`src/rtl/luhn_digit_engine.sv`:
```
// Digit buffer fed by the PS/2 scancode converter, plus a one-digit-per-cycle Luhn checker.
// Slot 0 holds the newest digit, so it is the check digit (undoubled) when the sum runs.
module luhn_digit_engine #(
  parameter int unsigned MAX_DIGITS = 16,
  parameter int unsigned CNT_W      = 5
) (
  input  logic                    CLOCK_50,
  input  logic                    reset,
  input  logic [9:0]              number,
  input  logic                    shift_n,
  input  logic                    check_n,
  input  logic                    clear_n,
  output logic [4*MAX_DIGITS-1:0] digits,
  output logic [CNT_W-1:0]        digit_count,
  output logic                    busy,
  output logic                    result_valid,
  output logic                    luhn_pass
);

  typedef enum logic [1:0] {StIdle, StCalc, StDone} state_e;

  state_e                  state_q, state_d;
  logic                    shift_q, shift_d;
  logic                    check_q, check_d;
  logic [4*MAX_DIGITS-1:0] digits_q, digits_d;
  logic [CNT_W-1:0]        count_q, count_d;
  logic [CNT_W-1:0]        idx_q, idx_d;
  logic [3:0]              sum_q, sum_d;
  logic                    valid_q, valid_d;
  logic                    pass_q, pass_d;

  logic       push_req, chk_req;
  logic [3:0] num_bcd;
  logic [3:0] num_bits;
  logic       num_ok;
  logic       full;
  logic [3:0] cur_d;
  logic [4:0] dbl;
  logic [3:0] term;
  logic [4:0] sum_ext;
  logic [3:0] sum_nxt;

  assign push_req = shift_q & ~shift_n;
  assign chk_req  = check_q & ~check_n;
  assign full     = (count_q == CNT_W'(MAX_DIGITS));

  // One-hot to BCD; the bit count rejects zero-hot and multi-hot codes.
  always_comb begin
    num_bcd  = '0;
    num_bits = '0;
    for (int k = 0; k < 10; k++) begin
      if (number[k]) begin
        num_bcd  = 4'(k);
        num_bits = num_bits + 4'd1;
      end
    end
  end
  assign num_ok = (num_bits == 4'd1);

  always_comb begin
    cur_d = '0;
    for (int i = 0; i < int'(MAX_DIGITS); i++) begin
      if (idx_q == CNT_W'(i)) cur_d = digits_q[4*i +: 4];
    end
  end

  // Odd positions are doubled and folded back to a single digit.
  always_comb begin
    dbl = {cur_d, 1'b0};
    if (!idx_q[0]) term = cur_d;
    else if (dbl > 5'd9) term = 4'(dbl - 5'd9);
    else term = dbl[3:0];
    sum_ext = {1'b0, sum_q} + {1'b0, term};
    sum_nxt = (sum_ext >= 5'd10) ? 4'(sum_ext - 5'd10) : sum_ext[3:0];
  end

  always_comb begin
    state_d  = state_q;
    shift_d  = shift_n;
    check_d  = check_n;
    digits_d = digits_q;
    count_d  = count_q;
    idx_d    = idx_q;
    sum_d    = sum_q;
    valid_d  = valid_q;
    pass_d   = pass_q;
    if (!clear_n) begin
      state_d  = StIdle;
      digits_d = '0;
      count_d  = '0;
      idx_d    = '0;
      sum_d    = '0;
      valid_d  = 1'b0;
      pass_d   = 1'b0;
    end else begin
      unique case (state_q)
        StIdle: begin
          if (chk_req) begin
            idx_d   = '0;
            sum_d   = '0;
            valid_d = 1'b0;
            pass_d  = 1'b0;
            state_d = (count_q >= CNT_W'(2)) ? StCalc : StDone;
          end else if (push_req && num_ok && !full) begin
            digits_d = {digits_q[4*MAX_DIGITS-5:0], num_bcd};
            count_d  = count_q + CNT_W'(1);
            valid_d  = 1'b0;
            pass_d   = 1'b0;
          end
        end
        StCalc: begin
          sum_d = sum_nxt;
          idx_d = idx_q + CNT_W'(1);
          if (idx_q == count_q - CNT_W'(1)) state_d = StDone;
        end
        StDone: begin
          pass_d  = (sum_q == 4'd0) && (count_q >= CNT_W'(2));
          valid_d = 1'b1;
          state_d = StIdle;
        end
        default: state_d = StIdle;
      endcase
    end
  end

  always_ff @(posedge CLOCK_50) begin
    if (reset) begin
      state_q  <= StIdle;
      shift_q  <= 1'b1;
      check_q  <= 1'b1;
      digits_q <= '0;
      count_q  <= '0;
      idx_q    <= '0;
      sum_q    <= '0;
      valid_q  <= 1'b0;
      pass_q   <= 1'b0;
    end else begin
      state_q  <= state_d;
      shift_q  <= shift_d;
      check_q  <= check_d;
      digits_q <= digits_d;
      count_q  <= count_d;
      idx_q    <= idx_d;
      sum_q    <= sum_d;
      valid_q  <= valid_d;
      pass_q   <= pass_d;
    end
  end

  assign digits       = digits_q;
  assign digit_count  = count_q;
  assign busy         = (state_q != StIdle);
  assign result_valid = valid_q;
  assign luhn_pass    = pass_q;

endmodule

```
`config.mk`:
```
export PLATFORM = sky130hd
export DESIGN_NAME = luhn_digit_engine
export DESIGN_NICKNAME = d
export VERILOG_FILES = /design/src/rtl/luhn_digit_engine.sv
export SDC_FILE = /design/constraint.sdc
export NUM_CORES = 1
export LEC_CHECK = 0
export ABC_AREA = 1
export CAP_MARGIN = 0
export CORE_MARGIN = 5
export CORE_UTILIZATION = 55
export DETAILED_ROUTE_END_ITERATION = 10
export PLACE_DENSITY = 0.85
export SLEW_MARGIN = 25
export SYNTH_ARGS = -nofsm -noshare
export SYNTH_HDL_FRONTEND = slang
export SYNTH_SLANG_ARGS = --single-unit
```
`constraint.sdc`:
```
create_clock -name CLOCK_50 -period 6.7 [get_ports CLOCK_50]
set_input_delay 0.67 -clock CLOCK_50 [delete_from_list [all_inputs] [get_ports CLOCK_50]]
set_output_delay 0.67 -clock CLOCK_50 [all_outputs]
set_load 0.02 [all_outputs]
```
Word-level counts from Yosys, hierarchy flattened
Index checks and enable logic that the tools add are counted.
Storage, ports and cells
  register bits: 84
  latch bits: 0
  RAM bits: 0
  bits in read-only memories: 0
  input port bits: 15
  output and inout port bits: 72
  logic and storage cells: 121
  memories: 0
Cells by class
  $add $sub $neg: 15
  multiply operators: 0
  div/mod/pow operators: 0
  order comparisons: 3
  eq/ne operators: 23
  shift-type cells: 0
  muxes and demuxes: 50
  bitwise operators: 6
  reductions and logical operators: 15
Operator list (count)
  two-way mux 4 bit: 37
  equality test 5 x 4 -> 1 bit (second input constant): 8
  adder 4 x 1 -> 4 bit (second input constant): 9
  equality test 5 x 3 -> 1 bit (second input constant): 4
  adder 5 x 1 -> 5 bit (second input constant): 2
  equality test 5 x 2 -> 1 bit (second input constant): 2
  one-hot mux 5 bit (2 select lines): 1
  one-hot mux 4 bit (2 select lines): 1
  subtractor 4 bit (second input constant): 2
  two-way mux 2 bit: 3
  AND reduction 2 bit: 3
  nonzero test 2 bit: 3
  adder 4 x 4 -> 5 bit: 1
  equality test 5 x 1 -> 1 bit (second input constant): 1
  equality test 5 bit: 1
  equality test 5 bit (second input constant): 1
  greater-or-equal comparator 5 x 2 -> 1 bit (second input constant): 1
  greater-or-equal comparator 5 x 4 -> 1 bit (second input constant): 1
  greater-than comparator 5 x 4 -> 1 bit (second input constant): 1
  zero test 5 bit: 1
  two-way mux 5 bit: 1
  subtractor 5 x 1 -> 5 bit (second input constant): 1
  equality test 4 x 1 -> 1 bit (second input constant): 1
  zero test 4 bit: 1
  14 further kinds: 25

Logic depth before layout (Yosys ltp)
Gate-level depths: netlist of the first run.
  depth after elaboration: 25
  gate-level depth with buffers: 43
  mapped depth without buffers: 42

Worst setup path after synthesis of the first run
OpenSTA, ideal clock, no wires.
  path kind: input port to flip-flop
  start point: input port number[0]
  end point: register digits_q[41] (netlist: digits[41])
  library setup time: 0.116 ns
  arrival: 5.631 ns
  data required time: 6.584 ns
  path slack: 0.953 ns
  stages on the path: 37
  buffers on the path: 2
  path through: inv_1 > ha_1 > inv_1 > nand2_2 > nand2_2 > inv_1 > ha_1 > nand2_1 > nand2_1 > ha_1 > or2_1 > nand2_1 > inv_1 > ha_1 > nand2_1 > nand2_1 > ha_1 > or2_2 > and2_1 > ha_1 > nand2_1 > nand2_1 > ha_1 > or2_2 > nand2_1 > inv_1 > ha_1 > inv_1 > nand2_2 > o21ai_2 > inv_2 > nor2_2 > nand2_2 > buf_6 > buf_6 > nor2_1 > nor2_1
Between the ends
  cells in the longest elaborated chain, start to end: 23
Ends and longest elaborated chain
  start: declaration: RTL line 9  | input logic [9:0] number,
  two-way mux 1 bit (*): RTL line 52  | if (number[k]) begin
  adder 4 x 1 -> 4 bit: RTL line 54  | num_bits = num_bits + 4'd1;
  two-way mux 4 bit (*): RTL line 52
  adder 4 x 1 -> 4 bit: RTL line 54
  two-way mux 4 bit (*): RTL line 52
  adder 4 x 1 -> 4 bit: RTL line 54
  two-way mux 4 bit (*): RTL line 52
  adder 4 x 1 -> 4 bit: RTL line 54
  (+6 left out)
  two-way mux 4 bit (*): RTL line 52
  adder 4 x 1 -> 4 bit: RTL line 54
  two-way mux 4 bit (*): RTL line 52
  adder 4 x 1 -> 4 bit: RTL line 54
  two-way mux 4 bit (*): RTL line 52
  equality test 4 x 1 -> 1 bit (*): RTL line 58  | assign num_ok = (num_bits == 4'd1);
  logical AND 1 bit (*) (2 in series): RTL line 104  | end else if (push_req && num_ok && !full) begin
  AND reduction 3 bit (no line) (*)
  end signal: assignment: RTL line 141  | digits_q <= digits_d;
  end: declaration: RTL line 25  | logic [4*MAX_DIGITS-1:0] digits_q, digits_d;
Every way passes the cells marked *; elsewhere a longest branch is shown, timed or not.
A chain may end at the register's enable or synchronous reset.

Worst setup path in the final report of the first run
  start point: input port number[1]
  end point: register digits_q[0] (netlist: digits[0])
Between the ends
  cells in the longest elaborated chain, start to end: 21
  elaborated cells between the ends (all ways): 30
  those cells by class: add/sub: 8; eq/ne: 1; mux: 18; reduce/logical: 3
Ends and longest elaborated chain (RTL line)
  two-way mux 4 bit: 52
  adder 4 x 1 -> 4 bit: 54
  two-way mux 4 bit: 52
  adder 4 x 1 -> 4 bit: 54
  two-way mux 4 bit: 52
  adder 4 x 1 -> 4 bit: 54
  two-way mux 4 bit: 52
  adder 4 x 1 -> 4 bit: 54
  (+4 left out)
  two-way mux 4 bit: 52
  adder 4 x 1 -> 4 bit: 54
  two-way mux 4 bit: 52
  adder 4 x 1 -> 4 bit: 54
  two-way mux 4 bit: 52
  equality test 4 x 1 -> 1 bit: 58
  logical AND 1 bit (2 in series): 104
  AND reduction 3 bit (no line)
Parallel ways exist; a longest one is shown, timed or not.

==> flow_metrics.env, run 1 <==
export IMPL_tritoncts="done"
export IMPL_ys_ff_latch=84
export IMPL_crit_fanout=41
export IMPL_placed_cells=1047
export IMPL_irDropWorstVdd_v=0.00008828
export IMPL_grt_overflow=0
export IMPL_die_w_um=109.4
export IMPL_synth_nets=888
export IMPL_crit_path_end_kind="flop"
export IMPL_hold_viol=0
export IMPL_rows=36
export IMPL_syn_area_um2=5430
export IMPL_cts_clk_slew_worst_paths_ps=80
export IMPL_crit_type="in2reg"
export IMPL_async_flop_share=0
export IMPL_drc=0
export IMPL_p_leak_nw=3.163
export IMPL_holdCritPathClass="reg2reg"
export IMPL_finalCriticalPeriod_ps=6285
export IMPL_cpMaxStageDelayCell="clkdlybuf4s50_1"
export IMPL_clock_skew_ps=13.35
export IMPL_cp_start_kind="input port"
export IMPL_root_buffer="clkbuf_8"
export IMPL_fin_nets=965
export IMPL_worstPathRequired_ps=6980
export IMPL_start_util=0.5607
export IMPL_synth_warnings=0
export IMPL_postRouteAntennaNets=0
export IMPL_yosysSeqAreaShare=0.3097
export IMPL_worstReg2RegEnd="sum_q[3]$_SDFFE_PP0P_"
export IMPL_drv_cap=0
export IMPL_worstSkewPairLatency_ps=360
export IMPL_area_growth_syn_to_layout_pct=20.25
export IMPL_met3_usage=0.02760
export IMPL_synth_cells=848
export IMPL_hold_buffers=0
export IMPL_cp_endpoint="digits[0]$_SDFFE_PP0P_"
export IMPL_grt_pass1_wl_um=22450
export IMPL_hpwl_um=9591
export IMPL_final_area_um2=6530
export IMPL_antenna_cells=0
export IMPL_synth_main_ff_cell="dfxtp_1"
export IMPL_setup_viol=0
export IMPL_avgViaCountPerCell=5.065
export IMPL_cpPeakStageDelay_ps=510
export IMPL_cts_sinks=84
export IMPL_cts_made_buffers=9
export IMPL_core_um2=9684
export IMPL_setup_tns_ps=0
export IMPL_n_fill_cell=854
export IMPL_worst_slew_pin_transition_ps=763.2
export IMPL_h_tree_depth=3
export IMPL_synth_top_area_frac=0.3097
export IMPL_final_max_slew_viol_count=0
export IMPL_die_h_um=109.4
export IMPL_worstPathArrival_ps=6570
export IMPL_grt_busiest_layer="met2"
export IMPL_antenna_found_initial=0
export IMPL_synth_area_per_cell_um2=6.404
export IMPL_rsz0062_at_grt="no"
export IMPL_fin_crit_sh=0.9380
export IMPL_use_met2=0.3858
export IMPL_synth_area_leaders="dfxtp_1, nand2_1, nor2_1, o21ai_0, inv_1"
export IMPL_worst_r2r_setup_slack_ps=1430
export IMPL_status="finished clean"
export IMPL_synth_largest_area_cell="dfxtp_1"
export IMPL_wl_per_cell_um=12.24
export IMPL_r2r_start="idx_q[0]$_SDFFE_PP0P_"
export IMPL_postCtsResizedCells=0
export IMPL_r2r_cells=37
export IMPL_totalWireLength_um=13010
export IMPL_synth_cell_type_count=38
export IMPL_die_area_um2=11960
export IMPL_max_freq_mhz=159.1
export IMPL_vias=5384
export IMPL_grt_usage=0.2288
export IMPL_dpl_instance_area_um2=6345
export IMPL_relSlewSlack=0.4906
export IMPL_grt_max_degree=67
export IMPL_gr_usage_met1=0.3030
export IMPL_cts_setup_buffers=0
export IMPL_gp_congestion=0.8700
export IMPL_portBuffers=86
export IMPL_synth_edff_count=0
export IMPL_power_density_nw_per_um2=167.9
export IMPL_drive_gt1_frac=0.09892
export IMPL_drtIter0Drc=234
export IMPL_startpoint="number[1]"
export IMPL_firstDrtPassIters=5
export IMPL_clock_path_buffers=2
export IMPL_grt_pass1_vias=5029
export IMPL_final_cell_count_no_fill=1063
export IMPL_ios=87
==> per-layer routing <==
layer / vias up / share of wire / wire length, um
met5: - / 0 / 0
met4: 0 / 0.013 / 175
met1: 2402 / 0.45 / 5872
met2: 140 / 0.48 / 6262
li1: 2826 / - / -
met3: 16 / 0.054 / 701
==> synth_stat cells (2+ instances only) <==
library cell / instances
nand2_1: 199
nor2_1: 121
inv_1: 110
dfxtp_1: 84
o21ai_0: 84
nand3_1: 62
nor2_2: 39
a21oi_1: 24
ha_1: 24
nand2_2: 14
buf_6: 12
clkbuf_1: 12
or2_2: 8
o21ai_1: 7
xnor2_1: 6
xor2_1: 6
nand3_2: 4
nor3_1: 4
nand3b_1: 3
nand4_1: 3
a21boi_1: 2
a21oi_2: 2
inv_2: 2
o21ai_2: 2
==> report_power, final <==
part           internal [mW]  switching [mW]
registers              0.512          0.0147
logic                 0.0877           0.141
clock network          0.147           0.195
total                  0.746           0.351
==> cells by family after synthesis <==
family / count (synthesis) / synth area share
AOI/OAI and AO/OA: 129 / 0.1263
DFF: 84 / 0.3097
xor gates and xnor gates: 12 / 0.01935
and+or+nand+nor: 461 / 0.3744
buffers and inverters: 137 / 0.1113
adders and majority gates: 25 / 0.05899
==> worst min path at each step <==
| stage | startpoint | endpoint | slack (ps) | cells after the start |
|---|---|---|---|---|
| 5_1_grt | luhn_pass$_SDFFE_PP0P_ | luhn_pass$_SDFFE_PP0P_ | 480 | 2 |
| 2_1_floorplan | sum_q[0]$_SDFFE_PP0P_ | sum_q[0]$_SDFFE_PP0P_ | 460 | 2 |
| 3_5_place_dp | luhn_pass$_SDFFE_PP0P_ | luhn_pass$_SDFFE_PP0P_ | 460 | 2 |
| 3_3_place_gp | result_valid$_SDFFE_PP0P_ | result_valid$_SDFFE_PP0P_ | 460 | 2 |
| 6_report | result_valid$_SDFFE_PP0P_ | result_valid$_SDFFE_PP0P_ | 470 | 2 |
| 4_1_cts | luhn_pass$_SDFFE_PP0P_ | luhn_pass$_SDFFE_PP0P_ | 470 | 2 |
==> cell usage in the layout, fill, tap and decap left out, drive strengths merged <==
cell type	Yosys	routed
a2111oi	1	1
a211oi	1	1
a21boi	3	3
a21o	1	1
a21oi	26	26
a31oi	1	1
a41oi	1	1
and2	1	1
buf	12	4
clkbuf	12	10
clkdlybuf4s50	0	86
clkinv	1	2
clkinvlp	0	4
dfxtp	84	84
fa	1	1
ha	24	24
inv	112	113
nand2	213	213
nand3	66	66
nand3b	3	3
nand4	3	3
nor2	161	161
nor3	4	4
nor4	1	1
o211ai	1	1
o21ai	93	93
o22ai	1	1
or2	9	9
xnor2	6	6
xor2	6	6
==> sequential cells by signal, summed over array words and instances, names as in the netlist <==
signal / flops
state_q: 2
sum_q: 4
shift_q: 1
idx_q: 5
digits: 64
luhn_pass: 1
check_q: 1
result_valid: 1
digit_count: 5
==> layout make-up <==
type	count	area [um^2]	share of cell area
multi-input cells	627	3144	0.4815
flip-flops and latches	84	1682	0.2575
repair buffers	90	928.4	0.1422
inverters	113	424.2	0.06496
well taps	133	166.4	0.02548
clock buffers	10	137.6	0.02108
clock inverters	6	47.55	0.007281
==> per-stage QoR <==
| step | setup WS [ps] | hold WS [ps] | power (mW) | util |
|---|---|---|---|---|
| floorplan | 952.9 | 458.5 | 0.7036 | - |
| global placement | 266.7 | 455.0 | 0.7601 | 0.6552 |
| detailed placement | 81.96 | 456.0 | 0.7663 | 0.6552 |
| CTS | 414.1 | 473.9 | 1.102 | 0.6743 |
| global route | 0.1061 | 476.5 | 1.155 | 0.6743 |
| finish | 415.2 | 469.6 | 1.097 | 0.6743 |
==> critical path: cells and delay by family <==
| family | cells | cell delay, ps |
|---|---|---|
| adder cells (fa/ha/maj) | 8 | 2180 |
| AO/OA/AOI/OAI | 2 | 280 |
| AND/OR/NAND/NOR | 18 | 2380 |
| buffers and inverters | 8 | 1030 |
(Power assumes the default switching activity.)
==> inputs of run 2 (changes only) <==
Settings changed: CORE_UTILIZATION 55 to 27, PLACE_DENSITY 0.85 to 0.46.
==> run 2 against run 1 <==
Sequential share of layout area shrank 1.2 points; global-route usage shrank 9.5 points; first-iteration DRC count grew 3.4%; hold slack gained 3.2 ps; via count shrank 2.6%; sequential power is essentially flat; largest cell class unchanged; fmax grew 1.3%; non-clock buffer count grew 6; cell area grew 4.7%; worst setup slack gained 79 ps.
==> flow_metrics.env, run 2 (synthesis gave the netlist of run 1 again) <==
export IMPL_status="finished clean"
export IMPL_crit_family="simple AND/OR/NAND/NOR gates"
export IMPL_ios=87
export IMPL_crit_type="in2reg"
export IMPL_r2r_start="idx_q[0]$_SDFFE_PP0P_"
export IMPL_drc=0
export IMPL_largest_register_ffs=64
export IMPL_drv_cap=0
export IMPL_cpPeakStageDelay_ps=500
export IMPL_die_area_um2=23050
export IMPL_final_area_um2=6838
export IMPL_hpwl_um=11470
export IMPL_holdCritPathClass="reg2reg"
export IMPL_clock_skew_ps=3.876
export IMPL_firstDrtPassIters=4
export IMPL_startpoint="number[1]"
export IMPL_most_common_layout_cells="nand2_1, nor2_1, inv_1"
export IMPL_fin_crit_sh=0.9263
export IMPL_root_buffer="clkbuf_16"
export IMPL_holdWs_ps=472.7
export IMPL_avgViaCountPerCell=4.371
export IMPL_grt_pass1_wl_um=25930
export IMPL_cts_sinks=84
export IMPL_totalWireLength_um=15350
export IMPL_core_um2=19650
export IMPL_rsz0062_at_grt="no"
export IMPL_hold_viol=0
export IMPL_final_max_slew_viol_count=0
export IMPL_cts_setup_buffers=0
export IMPL_placed_cells=1183
export IMPL_max_freq_mhz=161.1
export IMPL_antenna_cells=0
export IMPL_vias=5245
export IMPL_portBuffers=86
export IMPL_cts_made_buffers=9
export IMPL_grt_overflow=0
export IMPL_grt_usage=0.1339
export IMPL_rows=51
export IMPL_cp_start_kind="input port"
export IMPL_fin_nets=971
export IMPL_crit_path_end_kind="flop"
export IMPL_drtIter0Drc=242
export IMPL_postRouteAntennaNets=0
export IMPL_h_tree_depth=3
export IMPL_ff_latch_area_um2=1682
export IMPL_gp_congestion=0.7836
export IMPL_hold_buffers=0
export IMPL_worstPathRequired_ps=6980
export IMPL_drive_gt1_frac=0.1016
export IMPL_worstSkewPairLatency_ps=340
export IMPL_cts_clk_slew_worst_paths_ps=60
export IMPL_clock_path_buffers=2
export IMPL_die_h_um=151.8
export IMPL_start_util=0.2763
export IMPL_irDropWorstVdd_v=0.00009203
export IMPL_grt_max_degree=67
export IMPL_final_common_cell="nand2_1"
export IMPL_postCtsResizedCells=0
export IMPL_relSlewSlack=0.5420
export IMPL_worstPathArrival_ps=6490
export IMPL_cpMaxStageDelayCell="clkdlybuf4s50_1"
export IMPL_antenna_found_initial=0
export IMPL_final_cell_count_no_fill=1200
export IMPL_setup_tns_ps=0
export IMPL_min_delay_start="luhn_pass$_SDFFE_PP0P_"
export IMPL_p_leak_nw=3.253
export IMPL_grt_pass1_vias=4935
export IMPL_critical_path_buf_inv_count=8
export IMPL_wl_per_cell_um=12.79
export IMPL_finalCriticalPeriod_ps=6206
export IMPL_die_w_um=151.8
export IMPL_area_growth_syn_to_layout_pct=25.92
export IMPL_dpl_instance_area_um2=6553
export IMPL_finalPower_mw=1.237
export IMPL_crit_fanout=37
export IMPL_tritoncts="done"
export IMPL_power_density_nw_per_um2=181.0
export IMPL_setup_viol=0
export IMPL_multi_input_area_um2=3144
export IMPL_worst_slew_pin_transition_ps=684.5
export IMPL_n_fill_cell=2169
[run 2: metal layers]
metal  routed length, um  GRT usage
met2                6764     0.2144
met4                 153    0.03339
met1                7777     0.1847
met5                   0          0
met3                 649    0.02783
[run 2: where the power goes]
part	total (mW)	switching [mW]	leakage [nW]	internal, mW
sequential	0.528	0.0157	0.678	0.512
combinational	0.234	0.143	2.44	0.0909
clock	0.475	0.207	0.135	0.269
[run 2: path summary, 6_finish.rpt]
path                                  end  slack, ps  depth (start not counted)
setup / recovery  digits[10]$_SDFFE_PP0P_        490                         36
setup reg to reg    sum_q[3]$_SDFFE_PP0P_       1490                         38
hold / removal     luhn_pass$_SDFFE_PP0P_        470                          2
hold reg to reg    luhn_pass$_SDFFE_PP0P_        470                          2
[run 2: stage by stage]
step / setup slack, ps / utilization
6_report: 494.0 / 0.3479
5_1_grt: 4.697 / 0.3479
4_1_cts: 432.5 / 0.3471
3_5_place_dp: 84.48 / 0.3334
3_3_place_gp: 171.7 / 0.3334
2_1_floorplan: 952.9 / -
[run 2: layout make-up]
type | instances | share of cell area
inverter | 113 | 0.06203
clock inverter | 2 | 0.001464
clock buffer | 13 | 0.03806
sequential | 84 | 0.2459
multi-input combinational | 627 | 0.4598
tap | 265 | 0.04849
timing repair buffer | 96 | 0.1442
[run 2: worst min-delay path: stages, from the launching register on]
cell and delay (ps):
dfxtp_1 310, nand2_1 60, a21oi_1 50
==> inputs of run 3 (changes only) <==
Settings changed: GPL_TIMING_DRIVEN set to 1.
==> results of run 3 <==
No change in the layout: final DEF, timing and power equal those of run 2.
